<file path="config.mk">
export PLATFORM = sky130hd
export DESIGN_NAME = sr_latch_bank
export DESIGN_NICKNAME = d
export VERILOG_FILES = /design/src/rtl/sr_latch_bank.sv
export SDC_FILE = /design/constraint.sdc
export NUM_CORES = 1
export LEC_CHECK = 0
export CELL_PAD_IN_SITES_DETAIL_PLACEMENT = 1
export CELL_PAD_IN_SITES_GLOBAL_PLACEMENT = 1
export CORE_ASPECT_RATIO = 0.9
export CORE_UTILIZATION = 30
export CTS_CLUSTER_DIAMETER = 60
export DETAILED_ROUTE_END_ITERATION = 12
export MAX_ROUTING_LAYER = met4
export PLACE_DENSITY = 0.85
export SKIP_CTS_REPAIR_TIMING = 1
export SYNTH_ARGS = -nofsm -noshare
export SYNTH_HDL_FRONTEND = slang
export SYNTH_SLANG_ARGS = --single-unit
export TNS_END_PERCENT = 5
</file>
<file path="constraint.sdc">
create_clock -name clk -period 3.4 [get_ports clk]
set_clock_uncertainty 0.2 [all_clocks]
set_input_delay 0.68 -clock clk [delete_from_list [all_inputs] [get_ports clk]]
set_output_delay 0.68 -clock clk [all_outputs]
set_load 0.02 [all_outputs]
</file>
<file path="src/rtl/sr_latch_bank.sv">
// WIDTH-bit state bank with run-time D / SR update modes, sticky change flags
// and an optional post-update hold window that drops requests while locked.
module sr_latch_bank #(
  parameter int unsigned      WIDTH       = 8,
  parameter logic [WIDTH-1:0] RESET_VAL   = '0,
  parameter int unsigned      HOLD_CYCLES = 0,
  parameter int unsigned      SR_PRIORITY = 0
) (
  input  logic             clk,
  input  logic             rst_n,
  input  logic             mode,
  input  logic [WIDTH-1:0] data,
  input  logic             rw,
  input  logic [WIDTH-1:0] set,
  input  logic [WIDTH-1:0] reset,
  input  logic [WIDTH-1:0] clr_changed,
  output logic [WIDTH-1:0] out,
  output logic [WIDTH-1:0] changed,
  output logic             conflict,
  output logic             blocked,
  output logic             busy
);

  localparam int unsigned CNT_W = (HOLD_CYCLES < 2) ? 1 : $clog2(HOLD_CYCLES + 1);
  localparam logic [CNT_W-1:0] HOLD_LOAD = CNT_W'(HOLD_CYCLES);

  localparam logic [0:0] ST_OPEN = 1'b0;
  localparam logic [0:0] ST_HOLD = 1'b1;

  logic [0:0]       state_q, state_d;
  logic [CNT_W-1:0] cnt_q, cnt_d;
  logic [WIDTH-1:0] out_q, out_d;
  logic [WIDTH-1:0] changed_q, changed_d;
  logic             conflict_q, conflict_d;
  logic             blocked_q, blocked_d;
  logic [WIDTH-1:0] sr_val;
  logic             req;
  logic             accept;

  assign req    = mode ? (|(set | reset)) : rw;
  assign accept = (state_q == ST_OPEN) && req;

  // Per-bit SR resolution; the both-high case follows SR_PRIORITY.
  for (genvar gi = 0; gi < WIDTH; gi++) begin : g_sr
    logic both_val;
    if (SR_PRIORITY == 1) begin : g_set_wins
      assign both_val = 1'b1;
    end else if (SR_PRIORITY == 2) begin : g_keep
      assign both_val = out_q[gi];
    end else begin : g_reset_wins
      assign both_val = 1'b0;
    end
    assign sr_val[gi] = (set[gi] && reset[gi]) ? both_val :
                        set[gi]                ? 1'b1     :
                        reset[gi]              ? 1'b0     : out_q[gi];
  end

  always_comb begin
    out_d      = out_q;
    state_d    = state_q;
    cnt_d      = cnt_q;
    conflict_d = 1'b0;
    blocked_d  = 1'b0;

    if (accept) begin
      out_d      = mode ? sr_val : data;
      conflict_d = mode && (|(set & reset));
    end

    if (state_q == ST_OPEN) begin
      // Even an equal-value write opens the hold window.
      if (accept && (HOLD_CYCLES != 0)) begin
        state_d = ST_HOLD;
        cnt_d   = HOLD_LOAD;
      end
    end else begin
      blocked_d = req;
      if (cnt_q == CNT_W'(1)) begin
        state_d = ST_OPEN;
        cnt_d   = '0;
      end else begin
        cnt_d = cnt_q - CNT_W'(1);
      end
    end

    // A fresh toggle beats a simultaneous clear.
    changed_d = (changed_q & ~clr_changed) | (out_d ^ out_q);
  end

  always_ff @(posedge clk) begin
    if (!rst_n) begin
      out_q      <= RESET_VAL;
      changed_q  <= '0;
      conflict_q <= 1'b0;
      blocked_q  <= 1'b0;
      state_q    <= ST_OPEN;
      cnt_q      <= '0;
    end else begin
      out_q      <= out_d;
      changed_q  <= changed_d;
      conflict_q <= conflict_d;
      blocked_q  <= blocked_d;
      state_q    <= state_d;
      cnt_q      <= cnt_d;
    end
  end

  assign out      = out_q;
  assign changed  = changed_q;
  assign conflict = conflict_q;
  assign blocked  = blocked_q;
  assign busy     = (state_q == ST_HOLD);

endmodule

</file>
# Yosys cells after proc, flatten, opt, wreduce, memory -nomap -nowiden
# Index checks and enable logic that the tools add are counted.
[word_totals]
regBits = 20
out_inout_bits = 19
[classes]
add_sub_neg = 1
muxes = 29
n_bitwise = 7
n_reduce_logical = 14
[ops]
columns = ["cell", "count"]
rows = [
  ["$mux W1", 27],
  ["$and A8 B8 Y8", 2],
  ["$mux W8", 2],
  ["$or A8 B8 Y8", 2],
  ["$reduce_or A8 Y1", 2],
  ["$logic_and A1 B1 Y1", 10],
  ["$not A8 Y8", 1],
  ["$xor A8 B8 Y8", 1],
  ["$reduce_and A2 Y1", 2],
  ["$not A1 Y1", 1],
  ["$sub A1 B1 Y1 const B", 1],
]

# Longest topological paths before layout
# Gate-level depths: netlist (run 1).
[logic_depth]
ltp_word = 7
ltp_mapped = 6
depth_no_buf = 4

# Worst setup path after synthesis (run 1)
# OpenSTA, ideal clock, no wires.
[synth_path]
path_kind = "in2reg"
start = "in set[2]"
end = "reg out_q[0], in the netlist out[0]"
arrival_ns = 2.074
required_time_ns = 3.130
path_slack_ns = 1.055
cell_stages = 4
path_cell_list = "or4_1 > or4_4 > o31ai_4 > o2bb2ai_1"
[synth_via]
elab_chain_len = 5
[synth_rtl]
columns = ["item", "line", "text"]
rows = [
  ["from (decl)", "14", "input logic [WIDTH-1:0] set,"],
  ["$or A8 B8 Y8", "40", "assign req = mode ? (|(set | reset)) : rw;"],
  ["$reduce_or A8 Y1", "40", ""],
  ["$mux W1", "40", ""],
  ["$logic_and A1 B1 Y1", "41", "assign accept = (state_q == ST_OPEN) && req;"],
  ["$mux W8", "65", "if (accept) begin"],
  ["to (signal assigned)", "99", "out_q <= out_d;"],
  ["to (decl)", "32", "logic [WIDTH-1:0] out_q, out_d;"],
]
# No other way between the ends.
# A chain may end at the register's enable or synchronous reset.

# Final worst setup path (run 1)
[layout_path]
start = "in set[6]"
end = "reg out_q[6], in the netlist out[6]"
[layout_via]
elab_chain_len = 5
[layout_rtl]
columns = ["item", "line"]
rows = [
  ["$or A8 B8 Y8", "40"],
  ["$reduce_or A8 Y1", "40"],
  ["$mux W1", "40"],
  ["$logic_and A1 B1 Y1", "41"],
  ["$mux W8 (*)", "65"],
]
# Mark *: on every way between the ends. The rest lies on a longest branch, timed or not.

==> results.ini, run 1 <==
[place]
gp_congestion = 0.824
hpwl_um = 2910
pre_cts_slack_ns = 0.439
io_buffers = 54

[die]
start_util_pct = 32.2
io_pins = 55
rows = 20
die-area_sq_um = 3950
die_x_um = 66.2
core-area_sq_um = 3450
die_y_um = 59.7

[layout]
final_layout_size_suffix_gt1_share_pct = 4.19
multi_input_area_sq_um = 684
fillerInstances = 425
antenna_cells = 0
final_common_cell = clkdlybuf4s50_1
num-nets-final = 229
register_area_sq_um = 400
final_cell_mix = 54 x clkdlybuf4s50_1, 20 x dfxtp_1, 18 x nand2_1
syn2layout_area_growth_pct = 56.3

[sta]
slew_viol_final = 0
setup_violations = 0
tightest_slew_ns = 0.506
max_freq_mhz = 370
setup_ws_ns = 0.694
slew_headroom_pct = 66.3
post-route-min-period_ns = 2.71
rsz0062_at_grt = no
fin_setup_tns_ns = 0
period_share_pct = 79.6
hold_violations = 0

[min_path]
worstHoldEndpoint = busy$_SDFF_PN0_
min_delay_path_depth = 1
min_from = cnt_q$_SDFFE_PN0P_
hp-class = reg2reg

[worst_setup_path]
path_max_fanout = 8
rrSetupSlack_ns = 1.65
crit_type = in2reg
cp_top_family = simple AND/OR/NAND/NOR gates
start_kind = input port
crit_path_end_kind = flop
crit_path_max_incr_delay_ns = 0.52
worst-path-buf-inv = 1
worstPathRequired_ns = 3.38
slowest_stage = or4_1
crit_chain = clkdlybuf4s50_1, or4_1, or4_4, o31ai_4, o2bb2ai_1
ff2ff_path_depth = 4
r2r-end = out[5]$_SDFF_PN0_
crit_arrival_ns = 2.69
r2r_start = busy$_SDFF_PN0_

[cts]
insertion_delay_ns = 0.25
h-tree-depth = 1
clk_root_buffer_cell = clkbuf_8
cts_tree = yes
clkTransAtPathRegs_ns = 0.07
cts_sinks = 20
cts_made_buffers = 3
cts.path.max_buffers = 2

[logic_synthesis]
ys_seq_area_share_pct = 36.0
syn_nets = 174
syn_avg_cell_area_sq_um = 8.05
synth_area_sq_um = 1110
netlist-cell-type-count = 28
ys_warn_count = 0
postSynthCellCount = 138
ys_seq_elements = 20

[routing]
viasPerCell = 5.29
first_pass_iters = 4
route.detailed.wl_per_inst_um = 15.7
drt_wl_total_um = 3680
antenna_left = 0
num_vias = 1242
drt_iter0_markers = 46
drc = 0

[flow_run]
maxCapViolCount = 0

[power]
irDropWorstVdd_mv = 0.123
power_density_nw_per_um2 = 343
p_leak_nw = 0.614

[global_routing]
use_met2_pct = 36.3
gr-usage-met3_pct = 2.48
track_usage_pct = 21.1
grt-ovfl-total = 0
grt_use_met1_pct = 25.7
grt_pass1_wl_um = 6090
grt_busiest_layer = met2
grt_antenna_before_repair = 0
grt_pass1_vias = 1317
grt_max_degree = 19

[outcome]
status = completed

## kinds of logic (layout without fill, tap and decap cells)
| logic type | count (synthesis) | count (layout) | synth area share, % |
|---|---|---|---|
| compound gates | 40 | 40 | 25.3 |
| xor+xnor | 9 | 9 | 7.09 |
| buf+inv | 7 | 60 | 2.36 |
| flops | 20 | 20 | 36.0 |
| simple gates | 62 | 62 | 29.2 |
## how the worst max path moves through the flow
stage / from / endpoint / slack (ns) / cells after the start
2_1_floorplan: set[2] / out[0]$_SDFF_PN0_ / 1.06 / 4
3_3_place_gp: set[2] / out[6]$_SDFF_PN0_ / 0.50 / 5
3_5_place_dp: set[6] / out[6]$_SDFF_PN0_ / 0.44 / 5
4_1_cts: set[6] / out[6]$_SDFF_PN0_ / 0.70 / 5
5_1_grt: set[6] / out[6]$_SDFF_PN0_ / 0.62 / 5
6_report: set[6] / out[6]$_SDFF_PN0_ / 0.69 / 5
## Yosys cell counts
cell / n / area, sq um
o21ai_0: 8 / 40.0
clkbuf_1: 4 / 15.0
a21oi_1: 8 / 40.0
nor3_1: 9 / 45.0
dfxtp_1: 20 / 400
inv_2: 1 / 3.75
xor2_1: 8 / 70.1
xnor2_1: 1 / 8.76
o21bai_1: 1 / 7.51
or4_4: 1 / 11.3
a221oi_1: 1 / 8.76
nor3b_1: 8 / 60.1
a22o_1: 1 / 8.76
nand3_1: 1 / 5.00
or2_0: 1 / 6.26
o22ai_1: 8 / 50.1
nor2_1: 13 / 48.8
nor4_1: 2 / 12.5
nand3b_1: 8 / 60.1
o21bai_2: 1 / 11.3
o31ai_4: 1 / 21.3
nand2_1: 18 / 67.6
o2bb2ai_1: 8 / 70.1
inv_1: 1 / 3.75
a311oi_1: 1 / 8.76
or4_1: 1 / 7.51
a22oi_1: 2 / 15.0
buf_1: 1 / 3.75
## layer usage
layer / vias to the layer above / share of wire, %
li1: 618 / -
met3: 4 / 4.9
met4: 0 / 1.0
met5: - / 0
met2: 40 / 48
met1: 580 / 46
## report_power, final
group	internal, mW	total [mW]	leakage [nW]	switching (mW)
Clock	0.0788	0.151	0.0216	0.0726
Sequential	0.251	0.267	0.165	0.0160
Combinational	0.0932	0.176	0.427	0.0832
## metrics by stage
step	util, %	hold slack, ns	std cells	power, mW	area [sq um]
after global routing	50.3	0.260	235	0.627	1740
after detailed placement	49.1	0.237	232	0.449	1700
final	50.3	0.246	235	0.595	1740
after CTS	50.3	0.253	235	0.598	1740
after floorplan	-	0.212	138	0.347	1110
after global placement	49.1	0.218	232	0.442	1700
## registers in the layout (all words and copies together) (netlist names)
signal    count
conflict      1
changed       8
busy          1
cnt_q         1
out           8
blocked       1
## layout make-up
type,count,share of cell area [%]
Sequential cell,20,23.1
Multi-Input combinational cell,111,39.4
Inverter,2,0.432
Clock buffer,3,2.38
Timing Repair Buffer,55,31.6
Tap cell,44,3.17
Note: power is estimated with default switching activity, not from simulation.
==> run 2, diff against run 1 <==
--- a/config.mk
+++ b/config.mk
@@ -8,11 +8,11 @@
 export CELL_PAD_IN_SITES_DETAIL_PLACEMENT = 1
 export CELL_PAD_IN_SITES_GLOBAL_PLACEMENT = 1
 export CORE_ASPECT_RATIO = 0.9
-export CORE_UTILIZATION = 30
+export CORE_UTILIZATION = 25
 export CTS_CLUSTER_DIAMETER = 60
 export DETAILED_ROUTE_END_ITERATION = 12
 export MAX_ROUTING_LAYER = met4
-export PLACE_DENSITY = 0.85
+export PLACE_DENSITY = 0.76
 export SKIP_CTS_REPAIR_TIMING = 1
 export SYNTH_ARGS = -nofsm -noshare
 export SYNTH_HDL_FRONTEND = slang
==> constraint.sdc (replaced) <==
create_clock -name clk -period 2.35 [get_ports clk]
set_clock_uncertainty 0.2 [all_clocks]
set_input_delay 0.47 -clock clk [delete_from_list [all_inputs] [get_ports clk]]
set_output_delay 0.47 -clock clk [all_outputs]
set_load 0.02 [all_outputs]
==> results.ini, run 2 (synthesis results as in run 1) <==
[routing]
antenna_left = 0
route.detailed.wl_per_inst_um = 14.6
viasPerCell = 4.97
num_vias = 1333
first_pass_iters = 4
drt_iter0_markers = 24
drc = 0
drt_wl_total_um = 3910

[cts]
cts_sinks = 20
clkTransAtPathRegs_ns = 0.08
h-tree-depth = 1
cts_made_buffers = 3
clk_root_buffer_cell = clkbuf_8
cts_tree = yes
insertion_delay_ns = 0.25
cts.path.max_buffers = 2

[worst_setup_path]
crit_path_max_incr_delay_ns = 0.57
start_kind = input port
r2r-end = out[0]$_SDFF_PN0_
crit_chain = dlymetal6s2s_1, or4_1, or4_4, o31ai_4, buf_6, o2bb2ai_1
crit_arrival_ns = 2.24
crit_path_end_kind = flop
worstPathRequired_ns = 2.34
rrSetupSlack_ns = 0.84
r2r_start = busy$_SDFF_PN0_
crit_type = in2reg
worst-path-buf-inv = 2
cp_top_family = simple AND/OR/NAND/NOR gates
path_max_fanout = 8
ff2ff_path_depth = 5
slowest_stage = or4_4

[sta]
tightest_slew_ns = 0.312
setup_violations = 0
period_share_pct = 96.0
slew_headroom_pct = 79.0
max_freq_mhz = 443
rsz0062_at_grt = no
post-route-min-period_ns = 2.26
setup_ws_ns = 0.0938
hold_violations = 0
slew_viol_final = 0

[flow_run]
maxCapViolCount = 0

[min_path]
min_from = cnt_q$_SDFFE_PN0P_
min_delay_path_depth = 1
hp-class = reg2reg
worstHoldEndpoint = busy$_SDFF_PN0_

[global_routing]
track_usage_pct = 17.4
grt_antenna_before_repair = 0
grt_max_degree = 19
grt_pass1_vias = 1362
grt-ovfl-total = 0
grt_pass1_wl_um = 6310

[layout]
antenna_cells = 0
fin_cells = 268
final_common_cell = clkdlybuf4s50_1
num-nets-final = 246
syn2layout_area_growth_pct = 71.4
final_layout_size_suffix_gt1_share_pct = 12.5
final_cell_mix = 50 x clkdlybuf4s50_1, 20 x dfxtp_1, 18 x nand2_1

[place]
io_buffers = 54
gp_congestion = 0.783
pre_cts_slack_ns = -0.420
place_inst = 264
hpwl_um = 3030

[die]
die_y_um = 65.2
rows = 22
io_pins = 55
die-area_sq_um = 4720
die_x_um = 72.3
core-area_sq_um = 4160
start_util_pct = 26.7

[power]
power_density_nw_per_um2 = 468
p_leak_nw = 0.735
irDropWorstVdd_mv = 0.166

[outcome]
status = completed

[run 2: cell types whose count changed in the layout (fill, tap and decap cells not counted)]
cell	delta
dlymetal6s2s_1	+4
buf_6	+1
clkdlybuf4s50_1	-4
o2bb2ai_1	-1
o2bb2ai_2	+1
buf_4	+16
[run 2: how the worst max path moves through the flow]
stage                start  cells past startpoint  slack (ns)                end
floorplan           set[2]                      4        0.22  out[0]$_SDFF_PN0_
global placement    set[6]                      5       -0.32  out[6]$_SDFF_PN0_
detailed placement  set[6]                      5       -0.42  out[1]$_SDFF_PN0_
CTS                 set[6]                      5       -0.14  out[1]$_SDFF_PN0_
global route        set[6]                      6        0.06  out[2]$_SDFF_PN0_
finish              set[2]                      6        0.09  out[0]$_SDFF_PN0_
[run 2: metrics by stage]
| step | hold WS, ns | power [mW] | util (%) | TNS [ns] | area [sq um] |
|---|---|---|---|---|---|
| global placement | 0.217 | 0.663 | 44.2 | -2.66 | 1840 |
| detailed placement | 0.232 | 0.670 | 44.2 | -3.18 | 1840 |
| floorplan | 0.212 | 0.502 | - | 0 | 1110 |
| finish | 0.234 | 0.891 | 45.8 | 0 | 1900 |
| global route | 0.270 | 0.939 | 45.8 | 0 | 1900 |
| CTS | 0.246 | 0.905 | 45.2 | -0.946 | 1880 |
[run 2: layer usage]
layer	up-vias	routed length, um	track usage [%]	part of all wire (%)
met5	-	0	-	0
met3	6	225	2.91	5.8
met4	0	30	6.13	0.77
met2	39	1840	28.5	47
li1	649	-	-	-
met1	639	1800	21.7	46
[run 2: power breakdown]
part / leakage [nW] / switching [mW] / internal (mW)
Combinational: 0.549 / 0.125 / 0.153
Clock: 0.0216 / 0.113 / 0.114
Sequential: 0.165 / 0.0233 / 0.363
Total: 0.735 / 0.261 / 0.630
[run 2: worst register-to-register path: stages (launching register included)]
cell and delay [ns]:
dfxtp_1 0.35, o21bai_1 0.18, or2_0 0.22, o21bai_2 0.22
buf_4 0.17, o2bb2ai_1 0.12
[run 2: area by class of cell]
cell class | count | area [sq um]
Fill cell | 507 | 2250
Multi-Input combinational cell | 111 | 691
Timing Repair Buffer | 72 | 689
Sequential cell | 20 | 400
Tap cell | 60 | 75.1
Clock buffer | 3 | 41.3
Inverter | 2 | 7.51
==> run 3, diff against run 2 <==
==> constraint.sdc (replaced) <==
create_clock -name clk -period 2 [get_ports clk]
set_clock_uncertainty 0.2 [all_clocks]
set_input_delay 0.4 -clock clk [delete_from_list [all_inputs] [get_ports clk]]
set_output_delay 0.4 -clock clk [all_outputs]
set_load 0.02 [all_outputs]
==> results.ini, run 3 (synthesis results as in run 1) <==
[worst_setup_path]
slowest_stage = or4_4
crit_path_max_incr_delay_ns = 0.57
worst-path-buf-inv = 2
start_kind = input port
path_max_fanout = 8
cp_top_family = simple AND/OR/NAND/NOR gates
crit_type = in2reg
worstPathRequired_ns = 1.99
cp.depth = 6
crit_path_end_kind = flop
crit_arrival_ns = 2.15
ff2ff_path_depth = 5
crit_chain = buf_6, or4_4, or4_4, o31ai_4, buf_6, o2bb2ai_4

[die]
die_y_um = 65.2
die_x_um = 72.3
core-area_sq_um = 4160
die-area_sq_um = 4720
io_pins = 55
start_util_pct = 26.7
rows = 22

[cts]
cts_made_buffers = 3
cts_sinks = 20
h-tree-depth = 1
cts_tree = yes
clk_root_buffer_cell = clkbuf_8
clkTransAtPathRegs_ns = 0.08
insertion_delay_ns = 0.26
cts.path.max_buffers = 2

[power]
p_leak_nw = 0.902
finalPower_mw = 1.08
power_density_nw_per_um2 = 527
irDropWorstVdd_mv = 0.204

[place]
io_buffers = 54
gp_congestion = 0.834
pre_cts_slack_ns = -0.681
hpwl_um = 3200
place_inst = 272

[sta]
hold_violations = 0
max_freq_mhz = 463
rsz0062_at_grt = yes
tightest_slew_ns = 0.370
post-route-min-period_ns = 2.16
setup_ws_ns = -0.159
whs_ns = 0.248
slew_headroom_pct = 75.1
setup_violations = 8
slew_viol_final = 0
period_share_pct = 108

[outcome]
violations = negative setup slack
status = finished, violations left

[routing]
drt_wl_total_um = 4280
first_pass_iters = 4
viasPerCell = 4.87
antenna_left = 0
drc = 0
num_vias = 1344
drt_iter0_markers = 40
route.detailed.wl_per_inst_um = 15.5

[layout]
antenna_cells = 0
final_common_cell = clkdlybuf4s50_1
final_layout_size_suffix_gt1_share_pct = 21.8
fillerInstances = 484
num-nets-final = 254
fin_cells = 276
syn2layout_area_growth_pct = 84.3
final_cell_mix = 42 x clkdlybuf4s50_1, 24 x buf_4, 20 x dfxtp_1

[global_routing]
track_usage_pct = 18.5
grt-ovfl-total = 0
grt_max_degree = 19
grt_pass1_vias = 1381
grt_antenna_before_repair = 0
grt_pass1_wl_um = 6560

[min_path]
hp-class = reg2reg
min_delay_path_depth = 1

[flow_run]
maxCapViolCount = 0

==> run 3: cell count changes in the layout (fill, tap and decap cells not counted), moves of 2 or more <==
cell	delta
o2bb2ai_1	-7
o2bb2ai_2	+6
clkdlybuf4s50_1	-8
buf_4	+7
clkbuf_2	+2
dlymetal6s2s_1	+5
==> run 3: worst paths after layout <==
kind | from | end | slack [ns]
max | set[2] | out[4]$_SDFF_PN0_ | -0.16
min | cnt_q$_SDFFE_PN0P_ | busy$_SDFF_PN0_ | 0.25
min reg2reg | cnt_q$_SDFFE_PN0P_ | busy$_SDFF_PN0_ | 0.25
max reg2reg | busy$_SDFF_PN0_ | out[5]$_SDFF_PN0_ | 0.44
==> run 3: cell type report <==
| class | instances | area, sq um | area share, % |
|---|---|---|---|
| Tap cell | 60 | 75.1 | 3.67 |
| Clock buffer | 3 | 41.3 | 2.02 |
| Multi-Input combinational cell | 111 | 763 | 37.3 |
| Inverter | 2 | 7.51 | 0.367 |
| Timing Repair Buffer | 80 | 761 | 37.1 |
| Sequential cell | 20 | 400 | 19.5 |
==> run 3: per-stage QoR <==
stage | TNS [ns] | util, % | cell area (sq um)
after floorplan | -0.516 | - | 1110
after global placement | -6.18 | 45.6 | 1900
after detailed placement | -6.88 | 45.6 | 1900
after CTS | -3.26 | 46.6 | 1940
after global routing | -2.09 | 49.3 | 2050
final | -1.14 | 49.3 | 2050
==> run 3: where the power goes <==
| group | internal, mW | switching, mW | total (mW) |
|---|---|---|---|
| sequential | 0.427 | 0.0294 | 0.456 |
| clock | 0.134 | 0.135 | 0.269 |
| combinational | 0.193 | 0.161 | 0.354 |
==> run 3: per-layer routing <==
| layer | global-route usage [%] | share of wire [%] |
|---|---|---|
| met1 | 23.9 | 46 |
| met2 | 29.0 | 47 |
| met3 | 3.07 | 4.7 |
| met4 | 7.35 | 1.8 |
| met5 | - | 0 |
